$ cat config.mk
export PLATFORM = sky130hd
export DESIGN_NAME = fifo_pop_reader
export DESIGN_NICKNAME = d
export VERILOG_FILES = /design/src/rtl/fifo_package.sv /design/src/rtl/fifo_reader_buf.sv /design/src/rtl/fifo_pop_reader.sv
export SDC_FILE = /design/constraint.sdc
export NUM_CORES = 1
export LEC_CHECK = 0
export BUFFER_PORTS_ARGS = -buffer_cell sky130_fd_sc_hd__buf_2
export CAP_MARGIN = 20
export CORE_ASPECT_RATIO = 1.4
export CORE_UTILIZATION = 48
export DETAILED_ROUTE_END_ITERATION = 6
export PLACE_DENSITY = 0.8
export SKIP_LAST_GASP = 1
export SLEW_MARGIN = 20
export SYNTH_ARGS = -nofsm -noshare
export SYNTH_HDL_FRONTEND = slang
export SYNTH_SLANG_ARGS = --single-unit
$ cat constraint.sdc
create_clock -name clk -period 2.1 [get_ports clk]
set_input_delay 0.105 -clock clk [delete_from_list [all_inputs] [get_ports clk]]
set_output_delay 0.105 -clock clk [all_outputs]
set_load 0.05 [all_outputs]
$ cat src/rtl/fifo_package.sv
// Shared FIFO definitions: default word width and the pop-reader state encoding.
package fifo_package;

  localparam int FIFO_DATA_WIDTH = 32;

  typedef logic [1:0] fifo_reader_state_t;

  localparam fifo_reader_state_t IDLE   = 2'd0;
  localparam fifo_reader_state_t ACTIVE = 2'd1;
  localparam fifo_reader_state_t FLUSH  = 2'd2;

endpackage

$ cat src/rtl/fifo_reader_buf.sv
// Two-entry in-order register buffer for the FIFO pop reader; entry0 is always the head.
module fifo_reader_buf
  import fifo_package::*;
#(
  parameter int DATA_WIDTH = FIFO_DATA_WIDTH
) (
  input  logic                  clk,
  input  logic                  rst_n,
  input  logic                  push,
  input  logic [DATA_WIDTH-1:0] push_data,
  input  logic                  pop,
  output logic [1:0]            occ,
  output logic [DATA_WIDTH-1:0] head
);

  logic [DATA_WIDTH-1:0] entry0_r;
  logic [DATA_WIDTH-1:0] entry1_r;
  logic [1:0]            occ_r;

  // Shift-style storage: a pop moves entry1 forward, a push lands behind the last valid entry.
  always_ff @(posedge clk) begin
    if (!rst_n) begin
      entry0_r <= '0;
      entry1_r <= '0;
      occ_r    <= 2'd0;
    end else begin
      case ({push, pop})
        2'b10: begin
          if (occ_r == 2'd0) begin
            entry0_r <= push_data;
          end else begin
            entry1_r <= push_data;
          end
          occ_r <= occ_r + 2'd1;
        end
        2'b01: begin
          entry0_r <= entry1_r;
          occ_r    <= occ_r - 2'd1;
        end
        2'b11: begin
          if (occ_r == 2'd1) begin
            entry0_r <= push_data;
          end else begin
            entry0_r <= entry1_r;
            entry1_r <= push_data;
          end
        end
        default: begin
          occ_r <= occ_r;
        end
      endcase
    end
  end

  assign occ  = occ_r;
  assign head = entry0_r;

endmodule

$ cat src/rtl/fifo_pop_reader.sv
// Drains the FIFO pop port and repacks words into BURST_LEN-beat bursts on a valid/ready stream.
// Optional FIFO_READER_TIMEOUT_EN: hold back a lone word and close idle partial bursts via FLUSH.
module fifo_pop_reader
  import fifo_package::*;
#(
  parameter int DATA_WIDTH = FIFO_DATA_WIDTH,
  parameter int BURST_LEN  = 8,
  parameter int TIMEOUT    = 16
) (
  input  logic                  clk,
  input  logic                  rst_n,
  input  logic                  pop_valid_i,
  output logic                  pop_grant_o,
  input  logic [DATA_WIDTH-1:0] pop_data_i,
  output logic [DATA_WIDTH-1:0] out_data_o,
  output logic                  out_valid_o,
  output logic                  out_last_o,
  input  logic                  out_ready_i,
  output logic                  busy_o
);

  localparam int                BEAT_W    = $clog2(BURST_LEN);
  localparam logic [BEAT_W-1:0] BEAT_LAST = BEAT_W'(BURST_LEN - 1);

  if (BURST_LEN < 2 || TIMEOUT < 1) begin : g_bad_cfg
    $error("fifo_pop_reader: BURST_LEN must be >= 2 and TIMEOUT >= 1");
  end

  fifo_reader_state_t state_r;
  fifo_reader_state_t state_nxt_s;
  logic               inflight_r;
  logic [BEAT_W-1:0]  beat_cnt_r;
  logic [1:0]         occ_s;
  logic [1:0]         occ_after_s;
  logic               pop_hs_s;
  logic               out_hs_s;
  logic               last_beat_s;
  logic               more_work_s;
  logic               timeout_s;

  // Never grant more than the buffer can absorb once the in-flight read lands.
  assign pop_grant_o = rst_n && (({1'b0, occ_s} + {2'b00, inflight_r}) < 3'd2);
  assign pop_hs_s    = pop_valid_i && pop_grant_o;
  assign out_hs_s    = out_valid_o && out_ready_i;
  assign last_beat_s = (beat_cnt_r == BEAT_LAST);
  assign out_last_o  = last_beat_s || (state_r == FLUSH);
  assign busy_o      = (state_r != IDLE) || (occ_s != 2'd0) || inflight_r;
  assign occ_after_s = occ_s - {1'b0, out_hs_s} + {1'b0, inflight_r};
  assign more_work_s = (occ_after_s != 2'd0) || pop_hs_s;

  fifo_reader_buf #(
    .DATA_WIDTH(DATA_WIDTH)
  ) u_buf (
    .clk      (clk),
    .rst_n    (rst_n),
    .push     (inflight_r),
    .push_data(pop_data_i),
    .pop      (out_hs_s),
    .occ      (occ_s),
    .head     (out_data_o)
  );

`ifdef FIFO_READER_TIMEOUT_EN
  localparam int                IDLE_W   = $clog2(TIMEOUT + 1);
  localparam logic [IDLE_W-1:0] IDLE_MAX = IDLE_W'(TIMEOUT);

  logic [IDLE_W-1:0] idle_cnt_r;

  // A lone head word waits for a companion, the burst end, or the flush.
  assign out_valid_o = (occ_s != 2'd0) &&
                       ((occ_s == 2'd2) || inflight_r || last_beat_s || (state_r == FLUSH));
  assign timeout_s   = (state_r == ACTIVE) && (idle_cnt_r == IDLE_MAX);

  // Idle counter: counts cycles a partial burst sits on a single buffered word.
  always_ff @(posedge clk) begin
    if (!rst_n) begin
      idle_cnt_r <= '0;
    end else if (state_r != ACTIVE || pop_hs_s) begin
      idle_cnt_r <= '0;
    end else if (occ_s == 2'd1 && !inflight_r && idle_cnt_r != IDLE_MAX) begin
      idle_cnt_r <= idle_cnt_r + IDLE_W'(1);
    end else begin
      idle_cnt_r <= idle_cnt_r;
    end
  end
`else
  assign out_valid_o = (occ_s != 2'd0);
  assign timeout_s   = 1'b0;
`endif

  // Burst FSM next state; a closing beat with more words pending keeps the burst open.
  always_comb begin
    state_nxt_s = state_r;
    case (state_r)
      IDLE: begin
        if (pop_hs_s) state_nxt_s = ACTIVE;
        else          state_nxt_s = IDLE;
      end
      ACTIVE: begin
        if (out_hs_s && out_last_o) state_nxt_s = more_work_s ? ACTIVE : IDLE;
        else if (timeout_s)         state_nxt_s = FLUSH;
        else                        state_nxt_s = ACTIVE;
      end
      FLUSH: begin
        if (out_hs_s) state_nxt_s = more_work_s ? ACTIVE : IDLE;
        else          state_nxt_s = FLUSH;
      end
      default: begin
        state_nxt_s = IDLE;
      end
    endcase
  end

  // State, read-in-flight flag and beat counter.
  always_ff @(posedge clk) begin
    if (!rst_n) begin
      state_r    <= IDLE;
      inflight_r <= 1'b0;
      beat_cnt_r <= '0;
    end else begin
      state_r    <= state_nxt_s;
      inflight_r <= pop_hs_s;
      if (out_hs_s) begin
        beat_cnt_r <= out_last_o ? '0 : beat_cnt_r + BEAT_W'(1);
      end else begin
        beat_cnt_r <= beat_cnt_r;
      end
    end
  end

endmodule
* After elaboration in Yosys (flattened, before gate mapping) *
Index checks and enable logic that the tools add are counted.

cells by class
  div/mod/pow operators = 0
  add/sub/neg operators = 6
  shifts and indexed selects = 0
  reductions and logical operators = 18
  $mul = 0
  bitwise gates (word level) = 0
  eq/ne operators = 10
  order comparisons = 1
  mux-type cells = 13

operator list
  cell                   number
  $mux W32               4
  $pmux W32 S3           1
  $pmux W32 S2           1
  $reduce_bool A2 Y1     5
  $eq A2 B1 Y1 const B   3
  $eq A2 B2 Y1 const B   3
  $pmux W2 S3            1
  $logic_and A1 B1 Y1    4
  $logic_not A2 Y1       2
  $logic_or A1 B1 Y1     4
  $ne A2 B2 Y1 const B   2
  $pmux W2 S2            1
  $add A2 B1 Y3          1
  $add A3 B1 Y3 const B  1
  $eq A3 B3 Y1 const B   1
  $lt A3 B2 Y1 const B   1
  $mux W1                3
  $mux W3                1
  $reduce_and A3 Y1      1
  $reduce_bool A3 Y1     1
  $add A2 B1 Y2          1
  $add A2 B1 Y2 const B  1
  $mux W2                1
  $ne A2 B1 Y1 const B   1
  3 further kinds        3

storage, ports and cells
  word-level logic and storage cells = 54
  latch bits = 0
  bits of input ports = 36
  memories kept = 0
  output and inout port bits = 36
  memory bits (writable) = 0
  register bits after elaboration = 72
  memory bits (read-only) = 0

* Depth between registers and ports, before layout *
Gate-level depths: netlist of the first run.

  word-level depth = 9
  mapped depth = 10
  mapped depth without buffers = 9

* Cells and area by module *
From an unflattened synthesis of the first run, not the netlist that was laid out.

unflattened totals
  cell total of the unflattened synthesis = 399
  area, all modules = 3519.6 µm²

modules (own cells, without submodules)
  module           sequential area each (µm²)  instances  area each (µm²)  cells each
  fifo_reader_buf  1321.3                      1          3135.5           360
  fifo_pop_reader  120.1                       1          384.1            39

* Worst setup path before layout of the first run *
Ideal clock, no wire load.

  path type = register to register
  from = register inflight_r
  to = register state_r[0]
  path slack = -0.065 ns
  buffers on the path = 1
  setup time = 0.058 ns
  period minus slack after synthesis = 2.165 ns
  required time = 2.042 ns
  data arrival time = 2.106 ns
  stages on the path, launching flop included = 5
  cells stage by stage = dfxtp_1 buf_4 a211oi_1 and2_1 o211a_1

on the way
  word-level cells in the longest chain between the ends = 8
  elaborated cells on any way between the ends = 12
  those cells by class = 2 x add/sub; 1 x order compare; 5 x mux; 4 x reduce/logical

ends and longest elaborated chain
  what                                       line                                            source
  start: declaration                         fifo_pop_reader.sv:31                           logic inflight_r;
  start signal: assignment                   fifo_pop_reader.sv:122                          inflight_r <= pop_hs_s;
  $add A2 B1 Y3 *                            fifo_pop_reader.sv:42                           assign pop_grant_o = rst_n && (({1'b0, occ_s} + {2'b00, inflight_r}) < 3'd2);
  $lt A3 B2 Y1 *                             fifo_pop_reader.sv:42
  $logic_and A1 B1 Y1 *                      fifo_pop_reader.sv:42
  via pop_grant_o                            fifo_pop_reader.sv:13                           output logic pop_grant_o,
  $logic_and A1 B1 Y1 *                      fifo_pop_reader.sv:43                           assign pop_hs_s = pop_valid_i && pop_grant_o;
  $logic_or A1 B1 Y1                         fifo_pop_reader.sv:49                           assign more_work_s = (occ_after_s != 2'd0) || pop_hs_s;
  $mux W1                                    fifo_pop_reader.sv:100, fifo_pop_reader.sv:105
  $mux W2 / $mux W1 (equally long branches)  fifo_pop_reader.sv:105, fifo_pop_reader.sv:100
  $pmux W2 S3 *                              fifo_pop_reader.sv:94                           case (state_r)
  end signal: assignment                     fifo_pop_reader.sv:121                          state_r <= state_nxt_s;
  end: declaration                           fifo_pop_reader.sv:29                           fifo_reader_state_t state_r;

Mark *: on every way through the listed nets, which the timed path passes. The rest lies on a longest branch.
A chain may end at the register's enable or synchronous reset.

* Worst setup path in the final report of the first run *
  from = register u_buf.occ_r[1], in the netlist u_buf.occ[1]
  to = register state_r[0]

on the way
  word-level cells in the longest chain between the ends = 9
  elaborated cells on any way between the ends = 16
  those cells by class = 3 x add/sub; 1 x order compare; 5 x mux; 7 x reduce/logical

ends and longest elaborated chain
  what                                       line                                            source
  start: declaration                         fifo_reader_buf.sv:18                           logic [1:0] occ_r;
  start signal: assignment                   fifo_reader_buf.sv:34                           occ_r <= occ_r + 2'd1;
  start signal: assignment                   fifo_reader_buf.sv:38                           occ_r <= occ_r - 2'd1;
  start signal: assignment                   fifo_reader_buf.sv:49                           occ_r <= occ_r;
  $reduce_bool A2 Y1                         fifo_pop_reader.sv:87                           assign out_valid_o = (occ_s != 2'd0);
  $logic_and A1 B1 Y1                        fifo_pop_reader.sv:44                           assign out_hs_s = out_valid_o && out_ready_i;
  $sub A2 B1 Y2                              fifo_pop_reader.sv:48                           assign occ_after_s = occ_s - {1'b0, out_hs_s} + {1'b0, inflight_r};
  $add A2 B1 Y2                              fifo_pop_reader.sv:48
  $reduce_bool A2 Y1                         fifo_pop_reader.sv:49
  $logic_or A1 B1 Y1                         fifo_pop_reader.sv:49
  $mux W1                                    fifo_pop_reader.sv:100, fifo_pop_reader.sv:105
  $mux W2 / $mux W1 (equally long branches)  fifo_pop_reader.sv:105, fifo_pop_reader.sv:100
  $pmux W2 S3 *                              fifo_pop_reader.sv:94

Mark *: on every way between the ends. The rest lies on a longest branch, timed or not.

==> summary.txt, run 1 <==
Outcome
  – Outcome: completed

Detailed routing
  – Total routed wirelength: 6.607 mm
  – DRT iter0 DRCs: 132
  – Routed Antenna Nets: 0
  – Drt pass-1 iters: 4
  – Routed len/inst: 13.74 µm
  – Via Count: 2,546
  – # DRC: 0
  – Vias/cell: roughly 5.3

Synth
  – Synthesized area per cell: 8.848 µm²
  – Xor and xnor area share after synthesis: 0.01175
  – Synth Area in Compound Gates: 0.1872
  – Sequential-to-total area share from yosys stat: 0.4834
  – Syn Inst Count: between 300 and 400
  – Largest family of logic cells by synthesized area: compound AO/OA/AOI/OAI gates
  – Mapped Area: 2982 µm²
  – Post-synth EDFFs: 0
  – Proportion of synthesized area in mux cells: 0.1108
  – Top cells by area, synth: dfxtp_1 48%, a21oi_1 11%, mux2i_1 11%, nand2_1 8.3%, o21ai_0 5.5%
  – Simple-Gate Fraction of Synth Area: 0.1238
  – Post-Synth Adder-Cell Area: 0.02098
  – Async SR Flop Fraction: 0
  – Synth unique cells: 34
  – Largest area contributor in the netlist: dfxtp_1
  – Post-synth top area share: 0.4834
  – Top_reg_cell synth: dfxtp_1
  – FF+latch count, synth: 72
  – Ys Warns: 0
  – Syn Nets: 378

STA
  – Skew final: 0.009455 ns
  – Slew at the pin with the worst max-slew slack: around 0.4 ns
  – Final Hold Vio Count: 0
  – Setup violators final: 0
  – RSZ-0062 raised after global routing: true
  – Fin crit period: 2.044 ns
  – Final worst slack: 0.05647 ns
  – Relative slew margins: 0.7273
  – Fmax: 0.4894 GHz
  – Max Transition Viols Final: 0
  – Final period util: 0.9731

Placement
  – GPL Wtd Cong: just over 0.8
  – Pre-CTS setup slack: about 0.053 ns
  – Dpl hpwl: 4.213 mm
  – Port Buf Inserts: between 70 and 80

Worst hold path
  – Worst Hold Class: primary input to flip-flop
  – Hold path depth: 3

Clock tree
  – Worst-skew pair later-pin latency: 0.34 ns
  – Root buffer cell: clkbuf_8
  – Number of H-tree levels: 3
  – Sink Count: 72
  – CTS Buf Count: 9
  – Clk pin slew, worst setup/hold paths: 0.08 ns
  – Clock Path Buffers: 2
  – CTS tree: done

Worst setup path
  – CP required: 2.33 ns
  – CP bufs+invs: 1
  – Slowest cell on crit path: dfxtp_2
  – Stages on the worst setup path: 9
  – Crit Path Class: flip-flop to flip-flop
  – Family with the most delay on the worst path: XOR/XNOR gates
  – Startpoint types: flip-flop
  – Reg2reg path depth: 9
  – Top cell by count, worst path: ha_1
  – Crit path capture type: flip-flop
  – CP max stage delay: 0.40 ns
  – Cell Chain, Critical Path: inv_1 > ha_1 > nand2b_4 > xnor2_2 > ha_1 > xor2_2 > xnor2_1 > a21oi_1 > o211a_1
  – Worst Path Max Fanout: 5
  – Worst Path Arrival: 2.27 ns

Floorplanning
  – Initial Util: 0.5050
  – Die height: ~95 µm
  – Die ar.: 6535 µm²
  – IO Pins: 72
  – Core area: 5904 µm²
  – Die width: just under 70 µm
  – Num rows: 33

Layout
  – Area growth, synth to finish: 22.49%
  – Fin nets: 447
  – Fraction of layout cells with a size suffix above 1: 0.2530
  – N_diodes: 0

Global route
  – Pin count of the biggest net entering global routing: 51
  – Number of global-route vias before repair: ~2,400
  – Grt ovf: 0
  – Global Route Usage Sum: 0.2228
  – Initial antenna violation count: 0
  – First-pass GRT wire length: 10.65 mm

Power and ir drop
  – Worst vdd ir: ~0.00087 V
  – Power Density: 1350 nW/µm²
  – LEAKAGE: 1.718 nW
  – Total power: just under 5 mW

Flow run
  – Max_cap viols: 0
-- power by group --
part / switching (mW) / internal, mW / leakage [nW]
Combinational: 1.40 / 0.576 / 1.02
Clock: 0.483 / 0.702 / 0.108
Sequential: 0.142 / 1.63 / 0.589
-- sequential cells by signal, indices dropped and copies added, names as in the netlist --
signal and flops:
inflight_r 1, u_buf.head 32, u_buf.occ 2, u_buf.entry1_r 32, beat_cnt_r 3, state_r 2
-- kinds of logic after synthesis --
logic type,count (synthesis)
compound gates,106
xor+xnor,4
fa+ha+maj,5
buf+inv,31
flops,72
mux,33
simple gates,86
-- layer usage --
metal  vias up  wire length (µm)  GRT usage  part of all wire
met5         -                 0          0                 0
met4         0               144     0.1233             0.022
met3        11               297    0.05742             0.045
met2        58              3341     0.3766              0.51
met1      1186              2823     0.2468              0.43
li1       1291                 -          -                 -
-- worst min-delay path: stages --
cell,delay [ns]
buf_2,0.11
nand2_1,0.05
a21oi_1,0.05
-- repair_timing --
item / in CTS / in global routing
setup buffers: 0 / 0
endpoints found under the hold margin: 5 / 1
hold buffers: 5 / 1
cloned: 0 / 0
gates resized for setup: 2 / 3
setup endpoints to repair: 1 / 6
-- per-stage QoR --
step           hold slack (ns)  std cells    util  setup TNS (ns)  cell area [µm²]
2_1_floorplan           0.2410        337       -               0             2987
3_3_place_gp            0.3468        459  0.5681               0             3354
3_5_place_dp            0.3534        459  0.5681               0             3354
4_1_cts              0.0008496        480  0.6133               0             3621
5_1_grt               0.004159        481  0.6186        -0.09958             3652
6_report              0.006350        481  0.6186               0             3652
-- cells in the mapped netlist (all sizes together) (3+ instances only) --
| master | n |
|---|---|
| a21oi | 66 |
| buf | 11 |
| clkbuf | 15 |
| dfxtp | 72 |
| ha | 5 |
| inv | 5 |
| mux2i | 33 |
| nand2 | 66 |
| nand3 | 3 |
| nor2 | 5 |
| o21ai | 34 |
| xnor2 | 3 |
-- path summary, 6_finish.rpt --
kind | from | end | slack, ns
worst max-delay path | u_buf.occ[1] | state_r[0] | 0.06
worst min-delay path | pop_data_i[25] | u_buf.entry1_r[25] | 0.006
worst max register to register | u_buf.occ[1] | state_r[0] | 0.06
worst min register to register | u_buf.entry1_r[1] | u_buf.entry1_r[1] | 0.45
-- layout by cell type (no fill, tap or decap), types with 2 or more instances in the layout --
cell	count
and2_1	2
clkbuf_8	10
dfxtp_1	70
a21oi_1	66
inv_2	3
nor2_1	5
ha_1	5
nand2_1	66
buf_4	4
xnor2_1	2
mux2i_1	33
inv_1	2
clkbuf_1	3
buf_12	3
nand3_1	3
a22oi_1	2
and3_1	2
bufinv_16	2
dlygate4sd3_1	6
o21ai_0	33
buf_2	71
dfxtp_2	2
-- area by class of cell --
| cell class | instances | area, µm² |
|---|---|---|
| multi-input cells | 234 | 1383 |
| well taps | 70 | 87.58 |
| fillers | 511 | 2252 |
| inverters | 5 | 18.77 |
| flip-flops and latches | 72 | 1444 |
| clock inverters | 3 | 65.06 |
| repair buffers | 84 | 505.5 |
| clock buffers | 13 | 148.9 |
(Power assumes the default switching activity.)
==> inputs of run 2 (changes only) <==
- CORE_MARGIN: unset -> 3
- CORE_UTILIZATION: 48 -> 49
- PLACE_DENSITY: 0.8 -> unset
- PLACE_DENSITY_LB_ADDON: unset -> 0.12
- SYNTH_HIERARCHICAL: unset -> 1
==> summary.txt, run 2 <==
Layout
  – N_diodes: 0 (unchanged)
  – Footprint of the multi-input gates: 1883 µm² (+36%)
  – Register Area: 1445 µm² (about the same)
  – Final Non-Filler Cells: 558 (+16%)
  – Filler instances: 612 (+20%)
  – Most common cell after layout, fill and taps aside: o21ai_0
  – Fin nets: 505 (+13%)
  – Area growth, synth to finish: 20.80%
  – Most frequent cells in the layout: 98 x o21ai_0, 71 x dfxtp_1, 71 x buf_2
  – Fraction of layout cells with a size suffix above 1: 0.3412 (+0.08816)

Placement
  – Placed Cells: 539 (+17%)
  – Pre-CTS setup slack: -0.1889 ns (-0.2416 ns)
  – GPL Wtd Cong: 0.7692 (-6.0%)
  – Dpl hpwl: 5.611 mm (+33%)
  – Port Buf Inserts: 71 (unchanged)

Synth
  – Post-synth top area share: 0.4095 (-0.07390)
  – Syn Inst Count: 399 (+18%)
  – Simple-Gate Fraction of Synth Area: 0.09065 (-0.03314)
  – Top cells by count, synth: 98 x o21ai_0, 72 x dfxtp_1, 64 x a21oi_1
  – Async SR Flop Fraction: 0 (unchanged)
  – Top_reg_cell synth: dfxtp_1
  – Largest family of logic cells by synthesized area: compound AO/OA/AOI/OAI gates
  – Syn Nets: 443 (+17%)
  – FF+latch count, synth: 72 (unchanged)
  – Proportion of synthesized area in mux cells: 0.002844 (-0.1079)
  – Post-synth EDFFs: 0 (unchanged)
  – Count leader, synth: o21ai_0
  – Post-Synth Adder-Cell Area: 0.02844 (+0.007457)
  – Top cells by area, synth: dfxtp_1 41%, o21ai_0 14%, a311oi_2 13%, a21oi_1 9.1%, nand3_1 4.7%
  – Mapped Area: 3520 µm² (+18%)
  – Ys Warns: 6 (+6)
  – Synthesized area per cell: 8.821 µm² (-0.30%)
  – Synth Area in Compound Gates: 0.3950 (+0.2078)
  – Sequential-to-total area share from yosys stat: 0.4095 (-0.07390)
  – Synth unique cells: 36 (+5.9%)
  – Largest area contributor in the netlist: dfxtp_1
  – Xor and xnor area share after synthesis: 0.004977 (-0.006773)

Worst setup path
  – Worst Path Max Fanout: 8 (+3)
  – Worst Path Arrival: 2.30 ns (+0.03 ns)
  – Crit Path Class: flip-flop to flip-flop
  – CP required: 2.35 ns (+0.02 ns)
  – Startpoint types: flip-flop
  – Crit path capture type: flip-flop

STA
  – Slew at the pin with the worst max-slew slack: 0.6930 ns (+0.2855 ns)
  – Final Hold Vio Count: 0 (unchanged)
  – Max Transition Viols Final: 0 (unchanged)
  – Final period util: 0.9722 (about the same)
  – Relative slew margins: 0.5370 (-0.1903)
  – Total negative setup slack: 0 ns (unchanged)
  – Fmax: 0.4898 GHz (about the same)
  – Fin crit period: 2.042 ns (-0.001940 ns)
  – Final worst slack: 0.05841 ns (+0.001940 ns)
  – RSZ-0062 raised after global routing: true
  – Skew final: 0.009839 ns (+0.0003831 ns)
  – Setup violators final: 0 (unchanged)

Global route
  – Number of global-route vias before repair: 3,105 (+29%)
  – Global Route Usage Sum: 0.2184 (-0.004437)
  – Pin count of the biggest net entering global routing: 35 (-31%)
  – First-pass GRT wire length: 14.61 mm (+37%)
  – Initial antenna violation count: 0 (unchanged)
  – Grt ovf: 0 (unchanged)

Floorplanning
  – Die height: 106.3 µm (+12%)
  – Die ar.: 8251 µm² (+26%)
  – Initial Util: 0.5185 (+0.01355)
  – IO Pins: 72 (unchanged)
  – Core area: 6788 µm² (+15%)
  – Num rows: 35 (+6.1%)
  – Die width: 77.63 µm (+13%)

Clock tree
  – Sink Count: 72 (unchanged)
  – Clock Path Buffers: 2 (unchanged)
  – Number of H-tree levels: 3 (unchanged)
  – Setup Buffers After CTS: 0 (unchanged)
  – CTS tree: done
  – CTS Buf Count: 9 (unchanged)
  – Root buffer cell: clkbuf_8
  – Worst-skew pair later-pin latency: 0.34 ns (about the same)
  – Clk pin slew, worst setup/hold paths: 0.08 ns (about the same)

Detailed routing
  – DRT iter0 DRCs: 226 (+71%)
  – Vias/cell: 5.842 (+10%)
  – Routed len/inst: 16.64 µm (+21%)
  – Via Count: 3,260 (+28%)
  – Routed Antenna Nets: 0 (unchanged)
  – Total routed wirelength: 9.283 mm (+41%)
  – # DRC: 0 (unchanged)
  – Drt pass-1 iters: 4 (unchanged)

Flow run
  – Max_cap viols: 0 (unchanged)

Power and ir drop
  – Worst vdd ir: 0.0008137 V (-6.7%)
  – Power Density: 1607 nW/µm² (+19%)
  – LEAKAGE: 1.594 nW (-7.2%)

Outcome
  – Outcome: completed

Worst hold path
  – Worst Hold Class: primary input to flip-flop
[run 2: repair_timing]
item	in CTS	in global routing
hold buffers	1	0
setup endpoints to repair	32	64
cloned	0	2
resized for setup	1	5
hold endpoints to repair	1	0
[run 2: final cells by class]
type	instances	area share
multi-input combinational	275	0.4429
sequential	72	0.3399
timing repair buffer	94	0.1307
clock buffer	9	0.02913
tap	92	0.02707
clock inverter	7	0.02237
inverter	9	0.007946
[run 2: through the flow]
stage | total power [mW] | hold WS [ns] | util | instance area [µm²]
final | 6.832 | 0.01917 | 0.6264 | 4252
after global routing | 7.218 | 0.006440 | 0.6264 | 4252
after CTS | 6.784 | 0.001858 | 0.6218 | 4220
after detailed placement | 5.571 | 0.3756 | 0.5873 | 3986
after global placement | 5.517 | 0.3692 | 0.5873 | 3986
after floorplan | 4.791 | 0.2332 | - | 3533
[run 2: logic make-up after synthesis]
kind of cell               Yosys count
DFF                                 72
and+or+nand+nor                     56
muxes                                1
xor gates and xnor gates             2
adders and majority gates            8
AOI/OAI and AO/OA                  206
buffers and inverters               54
[run 2: worst paths after layout]
check / startpoint / endpoint / slack (ns) / cells after the start
setup / recovery: u_buf/occ[0] / u_buf/head[0] / 0.06 / 7
hold / removal: pop_data_i[13] / u_buf/entry1_r[13] / 0.02 / 3
hold reg to reg: u_buf/entry1_r[6] / u_buf/entry1_r[6] / 0.47 / 2
setup reg to reg: u_buf/occ[0] / u_buf/head[0] / 0.06 / 7
[run 2: power breakdown]
part           leakage, nW  internal (mW)  total [mW]  switching (mW)
registers            0.591           1.78        2.01           0.224
clock network        0.110          0.671        1.20           0.530
logic                0.894           1.12        3.63            2.50
total                 1.59           3.58        6.83            3.26
[run 2: per-layer routing]
| layer | track usage | up-vias | part of all wire |
|---|---|---|---|
| li1 | - | 1610 | - |
| met1 | 0.2488 | 1528 | 0.42 |
| met2 | 0.3983 | 110 | 0.50 |
| met3 | 0.04915 | 12 | 0.065 |
| met4 | 0.06743 | 0 | 0.016 |
| met5 | 0 | - | 0 |
[run 2: worst max-delay path, cell delays in order (launching register included)]
cell      delay [ns]
dfxtp_4         0.38
o21ai_4         0.16
inv_2           0.05
ha_1            0.19
buf_4           0.16
or3_1           0.46
and2_2          0.35
a311oi_2        0.21
